[src/rtl/multi_register.sv]
// Bank of NUM_REGS independent registers driven by one shared 3-bit operation port,
// with wrap/saturate arithmetic, sticky per-register overflow flags and an address-error pulse.
module multi_register #(
    parameter int DATA_WIDTH = 8,
    parameter int NUM_REGS   = 4,
    parameter int ADDR_WIDTH = 2,
    parameter int SATURATE   = 0
) (
    input  logic                  clk,
    input  logic                  rst,
    input  logic [2:0]            ctrl,
    input  logic [ADDR_WIDTH-1:0] wr_addr,
    input  logic [DATA_WIDTH-1:0] step,
    input  logic [DATA_WIDTH-1:0] data_input,
    input  logic [ADDR_WIDTH-1:0] rd_addr,
    output logic [DATA_WIDTH-1:0] data_output,
    output logic [NUM_REGS-1:0]   ovf,
    output logic                  zero,
    output logic                  addr_err
);

    localparam logic [2:0] OP_NONE    = 3'd0;
    localparam logic [2:0] OP_CLR     = 3'd1;
    localparam logic [2:0] OP_LOAD    = 3'd2;
    localparam logic [2:0] OP_INCR    = 3'd3;
    localparam logic [2:0] OP_DECR    = 3'd4;
    localparam logic [2:0] OP_SHL     = 3'd5;
    localparam logic [2:0] OP_SHR     = 3'd6;
    localparam logic [2:0] OP_CLR_ALL = 3'd7;

    localparam logic [ADDR_WIDTH:0] NREGS_W = NUM_REGS[ADDR_WIDTH:0];

    logic [DATA_WIDTH-1:0] regs [NUM_REGS];
    logic [NUM_REGS-1:0]   ovf_q;
    logic                  addr_err_q;

    logic [DATA_WIDTH-1:0] cur_val, nxt_val, rd_val;
    logic                  cur_ovf, nxt_ovf;
    logic [DATA_WIDTH:0]   sum, diff;
    logic                  addr_ok, reg_op, do_write;

    assign addr_ok  = ({1'b0, wr_addr} < NREGS_W);
    assign reg_op   = (ctrl != OP_NONE) && (ctrl != OP_CLR_ALL);
    assign do_write = reg_op && addr_ok;

    // Explicit muxes keep out-of-range addresses (NUM_REGS < 2**ADDR_WIDTH) well defined.
    always_comb begin
        cur_val = '0;
        cur_ovf = 1'b0;
        rd_val  = '0;
        for (int i = 0; i < NUM_REGS; i++) begin
            if (wr_addr == i[ADDR_WIDTH-1:0]) begin
                cur_val = regs[i];
                cur_ovf = ovf_q[i];
            end
            if (rd_addr == i[ADDR_WIDTH-1:0]) begin
                rd_val = regs[i];
            end
        end
    end

    assign sum  = {1'b0, cur_val} + {1'b0, step};
    assign diff = {1'b0, cur_val} - {1'b0, step};

    always_comb begin
        nxt_val = cur_val;
        nxt_ovf = cur_ovf;
        case (ctrl)
            OP_CLR: begin
                nxt_val = '0;
                nxt_ovf = 1'b0;
            end
            OP_LOAD: begin
                nxt_val = data_input;
                nxt_ovf = 1'b0;
            end
            OP_INCR: begin
                nxt_val = (SATURATE != 0 && sum[DATA_WIDTH]) ? '1 : sum[DATA_WIDTH-1:0];
                nxt_ovf = cur_ovf | sum[DATA_WIDTH];
            end
            OP_DECR: begin
                nxt_val = (SATURATE != 0 && diff[DATA_WIDTH]) ? '0 : diff[DATA_WIDTH-1:0];
                nxt_ovf = cur_ovf | diff[DATA_WIDTH];
            end
            OP_SHL: begin
                nxt_val = {cur_val[DATA_WIDTH-2:0], 1'b0};
                nxt_ovf = cur_ovf | cur_val[DATA_WIDTH-1];
            end
            OP_SHR: begin
                nxt_val = {1'b0, cur_val[DATA_WIDTH-1:1]};
            end
            default: ;
        endcase
    end

    always_ff @(posedge clk or posedge rst) begin
        if (rst) begin
            for (int i = 0; i < NUM_REGS; i++) begin
                regs[i] <= '0;
            end
            ovf_q      <= '0;
            addr_err_q <= 1'b0;
        end else begin
            addr_err_q <= reg_op && !addr_ok;
            for (int i = 0; i < NUM_REGS; i++) begin
                if (ctrl == OP_CLR_ALL) begin
                    regs[i]  <= '0;
                    ovf_q[i] <= 1'b0;
                end else if (do_write && wr_addr == i[ADDR_WIDTH-1:0]) begin
                    regs[i]  <= nxt_val;
                    ovf_q[i] <= nxt_ovf;
                end
            end
        end
    end

    assign data_output = rd_val;
    assign zero        = (rd_val == '0);
    assign ovf         = ovf_q;
    assign addr_err    = addr_err_q;

endmodule

[config.mk]
export PLATFORM = sky130hd
export DESIGN_NAME = multi_register
export DESIGN_NICKNAME = d
export VERILOG_FILES = /design/src/rtl/multi_register.sv
export SDC_FILE = /design/constraint.sdc
export NUM_CORES = 1
export LEC_CHECK = 0
export ABC_AREA = 1
export CELL_PAD_IN_SITES_DETAIL_PLACEMENT = 2
export CELL_PAD_IN_SITES_GLOBAL_PLACEMENT = 2
export CORE_AREA = 4 4 120 99
export CTS_BUF_LIST = sky130_fd_sc_hd__clkbuf_8
export DETAILED_ROUTE_END_ITERATION = 7
export DIE_AREA = 0 0 124 103
export GPL_TIMING_DRIVEN = 0
export PLACE_DENSITY = 0.84
export SETUP_SLACK_MARGIN = 0.3
export SYNTH_ARGS = -nofsm -noshare
export SYNTH_HDL_FRONTEND = slang
export SYNTH_SLANG_ARGS = --single-unit
[constraint.sdc]
create_clock -name clk -period 2.8 [get_ports clk]
set_input_delay 0.56 -clock clk [delete_from_list [all_inputs] [get_ports clk]]
set_output_delay 0.56 -clock clk [all_outputs]
set_load 0.01 [all_outputs]
==> results of run 1 <==
-- report_power, final --
| part | internal (mW) | switching (mW) | leakage, nW |
|---|---|---|---|
| logic | 0.592 | 0.962 | 1.97 |
| clock network | 0.198 | 0.259 | 0.0510 |
| registers | 0.627 | 0.119 | 0.465 |
-- metal layers --
layer,part of all wire,global-route usage
met3,0.063,0.0236
met5,0,0
met2,0.47,0.467
met1,0.42,0.336
met4,0.040,0.0699
-- flip-flops by register name, indices dropped and copies added (netlist names) --
register  count
regs         32
ovf           4
-- cell type report --
class,instances,area (µm²)
Timing Repair inverter,1,5.00
Inverter,71,299
Clock buffer,6,82.6
Multi-Input combinational cell,403,2580
Buffer,11,114
Sequential cell,36,901
Timing Repair Buffer,79,762
Clock inverter,2,10.0
Fill cell,1251,5740
Tap cell,144,180
-- metrics by stage --
stage	instances	TNS, ps	setup slack (ps)
2_1_floorplan	521	0	340
3_3_place_gp	700	-25430	-909
3_5_place_dp	700	-29620	-1010
4_1_cts	728	0	296
5_1_grt	753	-38.4	-20.3
6_report	753	0	42.4
-- synth_stat cells, types with 3 or more instances --
cell type  number
a21oi_1        18
buf_2           5
buf_4           4
dfrtp_1        36
ha_1           16
inv_1          65
inv_2           3
nand2_1       202
nand2_2         5
nand3_1        60
nand3_2         5
nand4_1         9
nor2_1         31
nor2_2          5
o21ai_0        18
o21ai_1         7
o22ai_1         3
-- worst min-delay path, delay by kind of cell, from the launching register on --
family           cells  cell delay [ps]
flip-flops           1              350
AND/OR/NAND/NOR      2              110
-- worst max path at each step --
stage	start	end	slack (ps)	cells past startpoint
after detailed placement	wr_addr[1]	regs[23]	-1010	16
after CTS	wr_addr[1]	regs[28]	300	19
final	wr_addr[1]	regs[6]	40	16
after floorplan	wr_addr[1]	regs[22]	340	18
after global placement	wr_addr[1]	ovf[0]	-910	17
after global routing	wr_addr[1]	regs[6]	-20	17
-- cells by family (layout without fill, tap and decap cells) --
logic type	Yosys count	after routing	share of synthesized area
adder cells (fa/ha/maj)	18	18	0.0738
AO/OA/AOI/OAI	52	52	0.0865
XOR/XNOR	1	1	0.00269
AND/OR/NAND/NOR	331	331	0.454
flip-flops	36	36	0.277
buffers and inverters	82	170	0.105
other	1	1	0.00115
-- timing repair --
action / CTS / global route
cloned: 1 / 2
pin swaps: 24 / 34
setup buffers: 19 / 23
gates resized for setup: 89 / 104
setup endpoints to repair: 45 / 45
hold buffers: 0 / 0
==> flow_metrics.py, run 1 <==
metrics = {
    "synth": {
        "synth.top_cell.area_share": 0.277,
        "syn_inst": 521,
        "yosysSeqAreaShare": 0.277,
        "synth_fp_nets": 564,
        "synth_largest_area_cell": "dfrtp_1",
        "yosys.cell_types.count": 40,
        "ys_seq_elements": 36,
        "synthFlopType": "dfrtp_1",
        "synth_edf_count": 0,
        "syn_area_per_cell_um2": 6.25,
        "ys_async_sr_fraction": 1.00,
        "netlist_area_um2": 3250,
        "ys_top_cells_by_area": "dfrtp_1, nand2_1, nand3_1",
        "yosys_warnings": 0,
    },
    "critical_path": {
        "r2r-end": "regs[10]",
        "critical-path-top-delay-family": "simple AND/OR/NAND/NOR gates",
        "cp_cell_sequence": "buf_12, bufbuf_16, o21ai_0, nand3_2, nand2_4, ha_4, buf_4, a21oi_1, nand2_2, buf_12, nand3_4, nand3_1, nand3_2, nand3_4, nand2_2, nand2_2",
        "cpMostUsedCell": "nand2_2",
        "cp_max_fo": 5,
        "max_stage_delay_ps": 260,
        "worstPathRequired_ps": 3030,
        "critPathLaunchType": "input port",
        "criticalPathCategory": "input port to flip-flop",
        "reg2reg_depth": 14,
        "cp.arrival_ps": 2980,
        "cp_num_buf_inv": 4,
        "r2r_start": "regs[17]",
        "cpMaxStageDelayCell": "bufbuf_16",
        "r2r_slack_ps": 200,
        "end_kind": "flip-flop",
    },
    "timing": {
        "hold_slack_ps": 498,
        "slew_headroom": 0.432,
        "setup_viol": 0,
        "post-route-period-util": 0.985,
        "max_freq_mhz": 363,
        "finalMaxSlewViolations": 0,
        "clock_skew_ps": 22.2,
        "worstMarginPinSlew_ps": 851,
        "rsz0062_at_grt": "true",
        "hold_viol_final": 0,
        "fin_crit_ps": 2760,
    },
    "place": {
        "place.gp.congestion": 0.814,
        "hpwl_um": 10800,
        "place_area_um2": 3800,
        "port_buffers": 35,
    },
    "power_and_ir_drop": {
        "p_per_area_nw_per_um2": 559,
        "power.leakage_nw": 2.48,
        "ir_drop_v": 0.000227,
        "power_mw": 2.76,
    },
    "die": {
        "die-height_um": 103,
        "die_area_um2": 12800,
        "io_pins": 39,
        "start_util": 0.305,
        "fp.coreArea_um2": 10700,
        "die_w_um": 124,
        "num_rows": 34,
    },
    "worst_hold_path": {
        "holdCritStartpoint": "regs[27]",
        "holdPathEnd": "regs[27]",
        "hold_path_class": "flip-flop to flip-flop",
        "whs_path_depth": 2,
    },
    "drt": {
        "drc": 0,
        "drt_iter0_drc": 350,
        "via_per_inst": 5.70,
        "ant_nets": 0,
        "routed_wl_um": 20400,
        "vias": 4293,
        "wl_per_cell_um": 27.1,
        "drt-pass1-iter-count": 5,
    },
    "cts": {
        "clk_pin_slew_ps": 100,
        "h-tree-depth": 2,
        "clock-sinks": 36,
        "cts_buffer_depth": 2,
        "cts_tree": "built",
        "clk_latency_ps": 330,
        "cts_root_buffer": "clkbuf_8",
        "cts_buffers": 5,
    },
    "final_layout": {
        "area_delta_synth_final_pct": 51.6,
        "layout_common_cells": "nand2_1, inv_1, buf_4, dfrtp_1, nand3_1",
        "finalCoreUtilization": 0.462,
        "diodes": 0,
        "postLayoutCellArea_um2": 4930,
        "final_common_cell": "nand2_1",
        "drive_above_1_share": 0.342,
        "layout.nets": 651,
    },
    "grt": {
        "grt_max_degree": 37,
        "grt_pass1_vias": 4516,
        "grt_pass1_wl_um": 25000,
        "track_usage": 0.260,
        "grt_overflow": 0,
        "antenna_found_initial": 0,
    },
    "status": {
        "status": "finished, final reports clean",
    },
    "flow_run": {
        "max_cap_viol_count": 0,
    },
}
(Power assumes the default switching activity.)
==> inputs of run 2 (changes only) <==
Settings changed: CORE_AREA 4 4 120 99 to 4 4 126 104, DIE_AREA 0 0 124 103 to 0 0 130 108, PLACE_DENSITY 0.84 to 0.8.
Clock period 2.8 ns to 2.45 ns, I/O delays scaled along.
==> run 2 against run 1 <==
Against the previous run: the flow now finishes with violations (negative setup slack); total power increased by 6.4%; first-iteration DRC count increased by 1.1%; critical path depth unchanged; non-clock buffer count is 13 lower; critical path type unchanged; largest cell class unchanged; highest routed layer unchanged.
==> flow_metrics.py, run 2 (synthesis results as in run 1) <==
metrics = {
    "drt": {
        "ant_nets": 0,
        "routed_wl_um": 17700,
        "vias": 4016,
        "drc": 0,
        "drt-pass1-iter-count": 5,
        "drt_iter0_drc": 354,
        "wl_per_cell_um": 23.7,
        "via_per_inst": 5.38,
    },
    "final_layout": {
        "drive_above_1_share": 0.333,
        "layout_common_cells": "nand2_1, inv_1, dfrtp_1, nand2_2, buf_4",
        "stdcell_count": 747,
        "largest_reg_flops": 32,
        "area_delta_synth_final_pct": 46.4,
        "fillers": 1413,
        "largest-register": "regs",
        "finalCoreUtilization": 0.401,
        "diodes": 0,
        "final_common_cell": "nand2_1",
        "layout.nets": 637,
    },
    "place": {
        "post-place-cells": 708,
        "place.gp.congestion": 0.823,
        "port_buffers": 35,
        "hpwl_um": 10800,
    },
    "critical_path": {
        "cp_num_buf_inv": 4,
        "critPathLaunchType": "input port",
        "cpMaxStageDelayCell": "o21ai_0",
        "criticalPathCategory": "input port to flip-flop",
        "r2r-end": "regs[28]",
        "max_stage_delay_ps": 250,
        "worstPathRequired_ps": 2630,
        "cp.arrival_ps": 2740,
        "reg2reg_depth": 15,
        "cpMostUsedCell": "nand2_1",
        "r2r_slack_ps": -90,
        "end_kind": "flip-flop",
        "cp_max_fo": 7,
        "cp_cell_sequence": "buf_8, buf_2, o21ai_0, nand3_1, nand2_4, ha_4, inv_1, nand3_2, nand2_2, nand2_1, nand3_1, nand2_1, inv_2, nand3b_4, nand3_2, nand2_1",
        "r2r_start": "regs[19]",
        "critical-path-top-delay-family": "simple AND/OR/NAND/NOR gates",
    },
    "worst_hold_path": {
        "holdPathEnd": "regs[27]",
        "whs_path_depth": 2,
        "holdCritStartpoint": "regs[27]",
        "hold_path_class": "flip-flop to flip-flop",
    },
    "cts": {
        "clk_latency_ps": 300,
        "cts_buffer_depth": 2,
        "clk_pin_slew_ps": 70,
        "cts_root_buffer": "clkbuf_8",
        "clock-sinks": 36,
        "h-tree-depth": 2,
        "cts_buffers": 5,
        "cts_tree": "built",
    },
    "status": {
        "status": "finished with violations",
        "violations": "negative setup slack",
    },
    "power_and_ir_drop": {
        "power.leakage_nw": 2.37,
        "power_mw": 2.93,
        "p_int_mw": 1.54,
        "power_frac_seq": 0.292,
        "swShare": 0.476,
        "comb_power_share": 0.550,
        "p_clk_frac": 0.158,
        "p_per_area_nw_per_um2": 616,
        "ir_drop_v": 0.000224,
        "switching_power_mw": 1.40,
    },
    "timing": {
        "finalMaxSlewViolations": 0,
        "max_freq_mhz": 390,
        "fin_crit_ps": 2570,
        "hold_viol_final": 0,
        "slew_headroom": 0.448,
        "fin_ws_ps": -116,
        "post-route-period-util": 1.05,
        "clock_skew_ps": 6.58,
        "worstMarginPinSlew_ps": 828,
        "setup_viol": 27,
        "rsz0062_at_grt": "true",
        "hold_slack_ps": 517,
    },
    "die": {
        "start_util": 0.274,
        "fp.coreArea_um2": 11900,
        "num_rows": 36,
        "die_w_um": 130,
        "die-height_um": 108,
        "die_area_um2": 14000,
        "io_pins": 39,
    },
    "grt": {
        "track_usage": 0.224,
        "antenna_found_initial": 0,
        "grt_max_degree": 37,
        "grt_pass1_vias": 4323,
        "grt_pass1_wl_um": 24500,
        "grt_overflow": 0,
    },
    "flow_run": {
        "max_cap_viol_count": 0,
    },
}
[run 2: changes by cell type in the layout (fill, tap and decap cells not counted), moves of 5 or more]
cell             change
dlygate4sd2_1        +9
nand3_2              +5
clkdlybuf4s50_1      -5
buf_4               -10
[run 2: area by class of cell]
class                           instances  area, µm²  share of cell area
Buffer                                 11        121              0.0255
Clock buffer                            6       82.6              0.0173
Clock inverter                          2       7.51             0.00158
Inverter                               71        294              0.0617
Multi-Input combinational cell        403       2570               0.540
Sequential cell                        36        901               0.189
Tap cell                              152        190              0.0399
Timing Repair Buffer                   66        594               0.125
[run 2: worst max-delay path by stage]
stage / start / endpoint / slack [ps] / cells after the start
floorplan: wr_addr[0] / regs[22] / 130 / 18
global placement: wr_addr[1] / regs[21] / -1100 / 17
detailed placement: wr_addr[1] / regs[21] / -1170 / 17
CTS: wr_addr[1] / regs[22] / 30 / 19
global route: regs[29] / ovf[2] / -250 / 15
finish: wr_addr[1] / regs[28] / -120 / 16
[run 2: stage by stage]
stage | setup TNS [ps] | cell area (µm²) | worst slack [ps]
floorplan | 0 | 3350 | 131
global placement | -34130 | 3890 | -1100
detailed placement | -37860 | 3890 | -1170
CTS | 0 | 4530 | 30.5
global route | -4820 | 4760 | -255
finish | -1500 | 4760 | -116
[run 2: metal layers]
metal	vias to the layer above	GRT usage	wire length, µm
met5	-	0	0
met1	2051	0.301	7950
li1	1803	-	-
met2	124	0.390	8700
met3	38	0.0281	728
met4	0	0.0408	346
[run 2: worst register-to-register path: stages, from the launching register on]
cell and delay, ps:
dfrtp_1 370, inv_1 90, o21ai_0 240, nand3_1 230, nand2_4 190, ha_4 250, inv_1 170, nand3_2 140
nand2_2 140, nand2_1 70, nand3_1 90, nand2_1 90, inv_2 70, nand3b_4 120, nand3_2 90, nand2_1 80
[run 2: power groups by stage]
| stage | logic (mW) | clock network (mW) | registers (mW) |
|---|---|---|---|
| after floorplan | 0.726 | 0 | 0.801 |
| after global placement | 1.08 | 0 | 0.832 |
| after detailed placement | 1.14 | 0 | 0.841 |
| after CTS | 1.39 | 0.453 | 0.834 |
| after global routing | 1.74 | 0.502 | 0.866 |
| final | 1.61 | 0.465 | 0.855 |
[run 2: timing repair]
item	in CTS	in global routing
gates resized for setup	131	50
pin swaps	36	23
buffers inserted	19	11
hold buffers	0	0
cloned	1	0
endpoints found under the setup margin	45	37
